**src/rtl/int_pkg.sv**
```systemverilog
// Purpose: shared types and constants for the interrupt handshake path (vectored_int, controller, bench).
// Latency: n/a (declarations only).
// Backpressure: n/a.
package int_pkg;

  // Number of done sources; vectored_int arbitrates exactly four buffers.
  localparam int unsigned NUM_SRC = 4;

  // Width of a source index (buffer 1..4 encoded as 0..3).
  localparam int unsigned SRC_IDX_W = 2;

  // Upper 30 bits every legal vector address must carry.
  localparam logic [29:0] VEC_HI = 30'h3FFF_FFFF;

  // Source index carried in the low bits of the vector address.
  typedef logic [SRC_IDX_W-1:0] src_idx_t;

  // Handshake controller states.
  typedef enum logic [2:0] {
    IDLE    = 3'd0,
    REQ     = 3'd1,
    ACK     = 3'd2,
    SERVICE = 3'd3,
    COOL    = 3'd4
  } state_e;

  // One-hot mask selecting a single source bit.
  function automatic logic [NUM_SRC-1:0] idx_onehot(input src_idx_t idx);
    idx_onehot      = '0;
    idx_onehot[idx] = 1'b1;
  endfunction

endpackage

```
**src/rtl/int_pending_reg.sv**
```systemverilog
// Purpose: sticky per-source pending levels; a set pulse latches a bit, a clear mask releases it.
// Latency: 1 cycle from i_set/i_clr to o_pending.
// Backpressure: none; set has priority over clear on the same bit in the same cycle.
module int_pending_reg #(
  parameter int unsigned W = 4
) (
  input  logic         clk,
  input  logic         rst_n,
  input  logic [W-1:0] i_set,
  input  logic [W-1:0] i_clr,
  output logic [W-1:0] o_pending
);

  logic [W-1:0] r_pending;

  // Clear first, then OR in new sets so a coincident set survives.
  always_ff @(posedge clk or negedge rst_n) begin
    if (!rst_n) begin
      r_pending <= '0;
    end else begin
      r_pending <= (r_pending & ~i_clr) | i_set;
    end
  end

  assign o_pending = r_pending;

endmodule

```
**src/rtl/int_handshake_ctrl.sv**
```systemverilog
// Purpose: latches buffer done pulses, runs the CPU request/take/return handshake and drives int_ack to vectored_int.
// Latency: done_in pulse to cpu_vec_valid is 4+ACK_WAIT cycles when idle, enabled and taken immediately.
// Backpressure: requests stall while int_enable=0; no nesting while a vector is being serviced.
module int_handshake_ctrl #(
  parameter int unsigned ACK_WAIT = 1,               // 1..7 cycles of int_ack before int_addr is sampled
  parameter logic [29:0] VEC_HI   = int_pkg::VEC_HI
) (
  input  logic        clk,
  input  logic        rst_n,
  input  logic [3:0]  done_in,
  input  logic        int_enable,
  input  logic        cpu_int_taken,
  input  logic        cpu_eret,
  input  logic [31:0] int_addr,
  output logic [3:0]  done_out,
  output logic        int_ack,
  output logic        cpu_int_req,
  output logic        cpu_vec_valid,
  output logic [31:0] cpu_vec_pc,
  output logic        err_spurious
);

  import int_pkg::*;

  // Counter value at which int_addr is sampled; the counter starts at 0 on ACK entry.
  localparam logic [2:0] WAIT_LAST = 3'(ACK_WAIT);

  state_e               r_state;
  state_e               w_state_nxt;
  logic [2:0]           r_wait_cnt;
  src_idx_t             r_idx;
  logic [NUM_SRC-1:0]   w_pending;
  logic [NUM_SRC-1:0]   w_clr;
  logic                 w_sample_now;
  logic                 w_vec_ok;
  logic                 w_eret_hit;

  logic                 r_int_ack;
  logic                 r_int_req;
  logic                 r_vec_valid;
  logic [31:0]          r_vec_pc;
  logic                 r_err;

  // Sticky pending levels; only the serviced index is ever cleared.
  int_pending_reg #(
    .W (NUM_SRC)
  ) u_pending (
    .clk       (clk),
    .rst_n     (rst_n),
    .i_set     (done_in),
    .i_clr     (w_clr),
    .o_pending (w_pending)
  );

  // int_addr is looked at exactly once per ACK visit, after int_ack has been up ACK_WAIT cycles.
  assign w_sample_now = (r_state == ACK) && (r_wait_cnt == WAIT_LAST);

  // A vector is trusted only if it has the fixed upper bits and points at a source that is really pending.
  assign w_vec_ok = (int_addr[31:2] == VEC_HI) && w_pending[int_addr[1:0]];

  // Return-from-interrupt is meaningful only while a vector is being serviced.
  assign w_eret_hit = (r_state == SERVICE) && cpu_eret;
  assign w_clr      = w_eret_hit ? idx_onehot(r_idx) : '0;

  // Next-state decode for the request/take/return handshake.
  always_comb begin
    w_state_nxt = r_state;
    case (r_state)
      IDLE: begin
        if ((|w_pending) && int_enable) begin
          w_state_nxt = REQ;
        end
      end
      REQ: begin
        // Once the CPU has saved its PC the interrupt must proceed, even if enable drops now.
        if (cpu_int_taken) begin
          w_state_nxt = ACK;
        end else if (!int_enable) begin
          w_state_nxt = IDLE;
        end
      end
      ACK: begin
        if (w_sample_now) begin
          w_state_nxt = w_vec_ok ? SERVICE : COOL;
        end
      end
      SERVICE: begin
        if (cpu_eret) begin
          w_state_nxt = COOL;
        end
      end
      COOL: begin
        // One quiet cycle with int_ack low so vectored_int can re-arbitrate cleanly.
        w_state_nxt = IDLE;
      end
      default: begin
        w_state_nxt = IDLE;
      end
    endcase
  end

  // State, ACK wait counter and serviced index.
  always_ff @(posedge clk or negedge rst_n) begin
    if (!rst_n) begin
      r_state    <= IDLE;
      r_wait_cnt <= 3'd0;
      r_idx      <= '0;
    end else begin
      r_state <= w_state_nxt;
      if ((r_state == ACK) && !w_sample_now) begin
        r_wait_cnt <= r_wait_cnt + 3'd1;
      end else begin
        r_wait_cnt <= 3'd0;
      end
      if (w_sample_now && w_vec_ok) begin
        r_idx <= int_addr[1:0];
      end
    end
  end

  // Registered handshake outputs, derived from the state being entered so they line up with it.
  always_ff @(posedge clk or negedge rst_n) begin
    if (!rst_n) begin
      r_int_req   <= 1'b0;
      r_int_ack   <= 1'b0;
      r_vec_valid <= 1'b0;
      r_vec_pc    <= 32'h0;
      r_err       <= 1'b0;
    end else begin
      r_int_req   <= (w_state_nxt == REQ);
      r_int_ack   <= (w_state_nxt == ACK) || (w_state_nxt == SERVICE);
      r_vec_valid <= w_sample_now && w_vec_ok;
      r_err       <= w_sample_now && !w_vec_ok;
      // The PC is held after service so the CPU can still read it; only a good sample replaces it.
      if (w_sample_now && w_vec_ok) begin
        r_vec_pc <= int_addr;
      end
    end
  end

  assign done_out      = w_pending;
  assign int_ack       = r_int_ack;
  assign cpu_int_req   = r_int_req;
  assign cpu_vec_valid = r_vec_valid;
  assign cpu_vec_pc    = r_vec_pc;
  assign err_spurious  = r_err;

endmodule

```
**config.mk**
```make
export PLATFORM = sky130hd
export DESIGN_NAME = int_handshake_ctrl
export DESIGN_NICKNAME = d
export VERILOG_FILES = /design/src/rtl/int_pkg.sv /design/src/rtl/int_pending_reg.sv /design/src/rtl/int_handshake_ctrl.sv
export SDC_FILE = /design/constraint.sdc
export NUM_CORES = 1
export LEC_CHECK = 0
export CAP_MARGIN = 0
export CORE_UTILIZATION = 37
export CTS_CLUSTER_DIAMETER = 150
export CTS_CLUSTER_SIZE = 24
export DETAILED_ROUTE_END_ITERATION = 10
export PLACE_DENSITY_LB_ADDON = 0.25
export SKIP_LAST_GASP = 1
export SYNTH_ARGS = -nofsm -noshare
export SYNTH_HDL_FRONTEND = slang
export SYNTH_SLANG_ARGS = --single-unit
```
**constraint.sdc**
```tcl
create_clock -name clk -period 1.6 [get_ports clk]
set_input_delay 0.32 -clock clk [delete_from_list [all_inputs] [get_ports clk]]
set_output_delay 0.32 -clock clk [all_outputs]
set_load 0.02 [all_outputs]
```
==> results of run 1 <==
## area by class of cell
cell class / instances / share of cell area
flip-flops and latches: 46 / 0.389
repair buffers: 93 / 0.322
multi-input cells: 89 / 0.223
well taps: 67 / 0.0283
clock buffers: 5 / 0.0232
clock inverters: 3 / 0.00845
inverters: 5 / 0.00634
## cells by family (layout without fill, tap and decap cells)
kind of cell	count (synthesis)	after routing	synth area share
compound gates	13	13	0.0474
xor+xnor	1	1	0.00474
fa+ha+maj	2	2	0.0135
buf+inv	9	106	0.0257
flops	46	46	0.622
mux	4	4	0.0338
simple gates	69	69	0.252
## sequential cells by signal (all words and copies together), names as in the netlist
| signal | flops |
|---|---|
| cpu_vec_pc | 31 |
| u_pending.o_pending | 4 |
| r_state | 3 |
| r_wait_cnt | 3 |
| cpu_int_req | 1 |
| cpu_vec_valid | 1 |
| err_spurious | 1 |
| int_ack | 1 |
| r_idx | 1 |
## final timing paths
check | end | slack (ps) | depth (start not counted)
max | cpu_vec_pc[5] | 30 | 1
min | cpu_vec_pc[4] | 460 | 1
max reg2reg | cpu_vec_pc[1] | 90 | 4
min reg2reg | cpu_vec_pc[4] | 460 | 1
max in group asynchronous | u_pending.o_pending[3] | 830 | 3
min in group asynchronous | cpu_vec_pc[30] | 550 | 3
## synthesized netlist by cell type, drive strengths merged
library cell	n	area [µm²]
nand4	13	81.3
nor4b	1	8.76
a21o	2	15.0
o31ai	4	30.0
mux4	1	22.5
buf	4	28.8
ha	2	25.0
dfrtp	46	1150
nor3b	2	26.3
a21oi	3	18.8
nor2b	1	6.26
inv	5	18.8
o21ai	3	15.0
nor3	1	5.00
nor2	5	18.8
mux2	2	30.0
mux2i	1	10.0
and3	1	6.26
nand2b	35	219
nand3b	1	11.3
nand4b	2	32.5
nor4	5	43.8
a22o	1	8.76
xnor2	1	8.76
nand2	2	7.51
## what timing repair did
| item | in CTS | in global routing |
|---|---|---|
| hold buffers | 1 | 0 |
| gates cloned | 0 | 0 |
| endpoints found under the hold margin | 46 | 0 |
| gates resized for setup | 28 | 30 |
| pin swaps | 3 | 5 |
| endpoints found under the setup margin | 45 | 31 |
| setup buffers | 1 | 0 |
## per-layer routing
| layer | wire length [µm] | global-route usage | vias to the layer above |
|---|---|---|---|
| met5 | 0 | 0 | - |
| met4 | 46 | 0.0458 | 0 |
| met3 | 382 | 0.0511 | 6 |
| met2 | 1880 | 0.252 | 61 |
| met1 | 1900 | 0.217 | 670 |
| li1 | - | - | 696 |
## power by group through the flow
stage	registers, µW	clock network (µW)	logic, µW
CTS	1280	739	563
finish	1280	711	558
detailed placement	1300	0	576
floorplan	1350	0	236
global route	1290	795	613
global placement	1300	0	564
## metrics by stage
step	hold WS, ps	utilization	area [µm²]	instances	setup WS (ps)
after floorplan	24.4	-	1850	144	60.3
after detailed placement	317	0.588	2800	298	-418
after CTS	462	0.607	2890	308	2.15
after global placement	317	0.588	2800	298	-392
final	465	0.623	2960	308	33.4
after global routing	463	0.623	2960	308	1.52
==> summary.md, run 1 <==
| Metric | Value |
|---|---|
| Fin. max-slew vios | 0 |
| Number of global-route vias before repair | 1368 |
| Worst-Margin Slew | 343 ps |
| Sequential Power Share | 0.502 |
| First-pass iteration count of the detailed router | 4 |
| Vias per cell | 4.65 |
| Core area | 4750 µm² |
| WL/cell | 13.7 µm |
| H-tree depth | 2 |
| Multi-input gate area | 659 µm² |
| Routability Congestion | 0.759 |
| Final worst path period need | 1570 ps |
| Starting DRT DRC Count | 35 |
| Min-delay src | cpu_vec_pc[4] |
| Leading cell type in the layout, fill and taps excluded | dfrtp_1 |
| Power Total | 2550 µW |
| Initial antenna violation count | 0 |
| Layout cells sized above 1 | 0.124 |
| Maximum clock rate | 0.638 GHz |
| Drt total wl | 4210 µm |
| Tot GR Track Use | 0.161 |
| Num CTS Buffers | 5 |
| CP top delay family | buffers and inverters |
| First-pass GRT wire length | 6480 µm |
| CTS max path bufs | 2 |
| Die Y-Extent | 72.7 µm |
| Most frequent cells in the layout | dfrtp_1 (46), nand2b_1 (35), dlymetal6s2s_1 (30) |
| Antenna cells | 0 |
| CTS tree | built |
| Fin crit share | 0.979 |
| Total of max-cap violations | 0 |
| Net Sw Power | 702 µW |
| Startpoint types | register |
| PortBufs | 80 |
| Crit path arrival time | 1250 ps |
| Die X | 72.7 µm |
| Clk_lat worst skew | 300 ps |
| Seq/Total Area, Yosys | 0.622 |
| Worst hold path type | reg2reg |
| Combinational share of power | 0.219 |
| Area growth syn-to-layout | 60.1% |
| Max FO, Critical Path | 2 |
| Slowest stage delay, CP | 610 ps |
| Syn_area_per_cell | 12.8 µm² |
| P_int | 1850 µW |
| Total negative slack | 0 ps |
| Clk network pwr share | 0.279 |
| IO Pins | 81 |
| WS Path Type | reg2out |
| Final setup fails | 0 |
| CTS root buf | clkbuf_8 |
| Die area | 5280 µm² |
| RSZ-0062 raised after global routing | no |
| Final Hold Fails | 0 |
| Netlist Area Pre-Place | 1850 µm² |
| Slowest stage cell, crit path | clkdlybuf4s50_1 |
| Syn Inst Count | 144 |
| Dpl hpwl | 3030 µm |
| Leakage power | 0.00195 µW |
| Required time of the critical path | 1280 ps |
| Crit path from | cpu_vec_pc[5] |
| Clk slew on worst S/H paths | 90 ps |
| Setup crit end kind | primary output |
| Total number of vias | 1433 |
| # rows | 25 |
| Clock skew | 5.20 ps |
| Peak VDD IR | 0.562 mV |
| Final ANT Viol Nets | 0 |
| Critical path, cell by cell | clkdlybuf4s50_1 |
| Pwr dens | 861 nW/µm² |
| # nets final | 283 |
| Netlist cell types | 31 |
| Pin count of the biggest net entering global routing | 47 |
| Fill cell count | 394 |
| Starting Density | 0.389 |
| Register area | 1150 µm² |
| Net Sw Frac | 0.275 |
| Clk sink count | 46 |
| Max-slew headroom | 0.769 |
| Drc violations | 0 |
| Yosys reg bits | 46 |
| Status | finished clean |
| Synth warn | 0 |
| R2R Path Start | r_state[0] |
| Total grt overflow | 0 |
| Synth Net Count | 187 |
| CP bufs+invs | 1 |
No activity file was read; power rests on OpenSTA's default activity.
==> inputs of run 2 (changes only) <==
--- a/config.mk
+++ b/config.mk
@@ -10,6 +10,7 @@
 export CTS_CLUSTER_DIAMETER = 150
 export CTS_CLUSTER_SIZE = 24
 export DETAILED_ROUTE_END_ITERATION = 10
+export HOLD_SLACK_MARGIN = 0.06
 export PLACE_DENSITY_LB_ADDON = 0.25
 export SKIP_LAST_GASP = 1
 export SYNTH_ARGS = -nofsm -noshare
==> results of run 2 <==
Same layout as run 1: the final DEF is identical, and so are final timing and power.
==> inputs of run 3 (changes only) <==
--- a/config.mk
+++ b/config.mk
@@ -5,7 +5,6 @@
 export SDC_FILE = /design/constraint.sdc
 export NUM_CORES = 1
 export LEC_CHECK = 0
-export CAP_MARGIN = 0
 export CORE_UTILIZATION = 37
 export CTS_CLUSTER_DIAMETER = 150
 export CTS_CLUSTER_SIZE = 24
==> results of run 3 <==
Same layout as run 1: the final DEF is identical, and so are final timing and power.
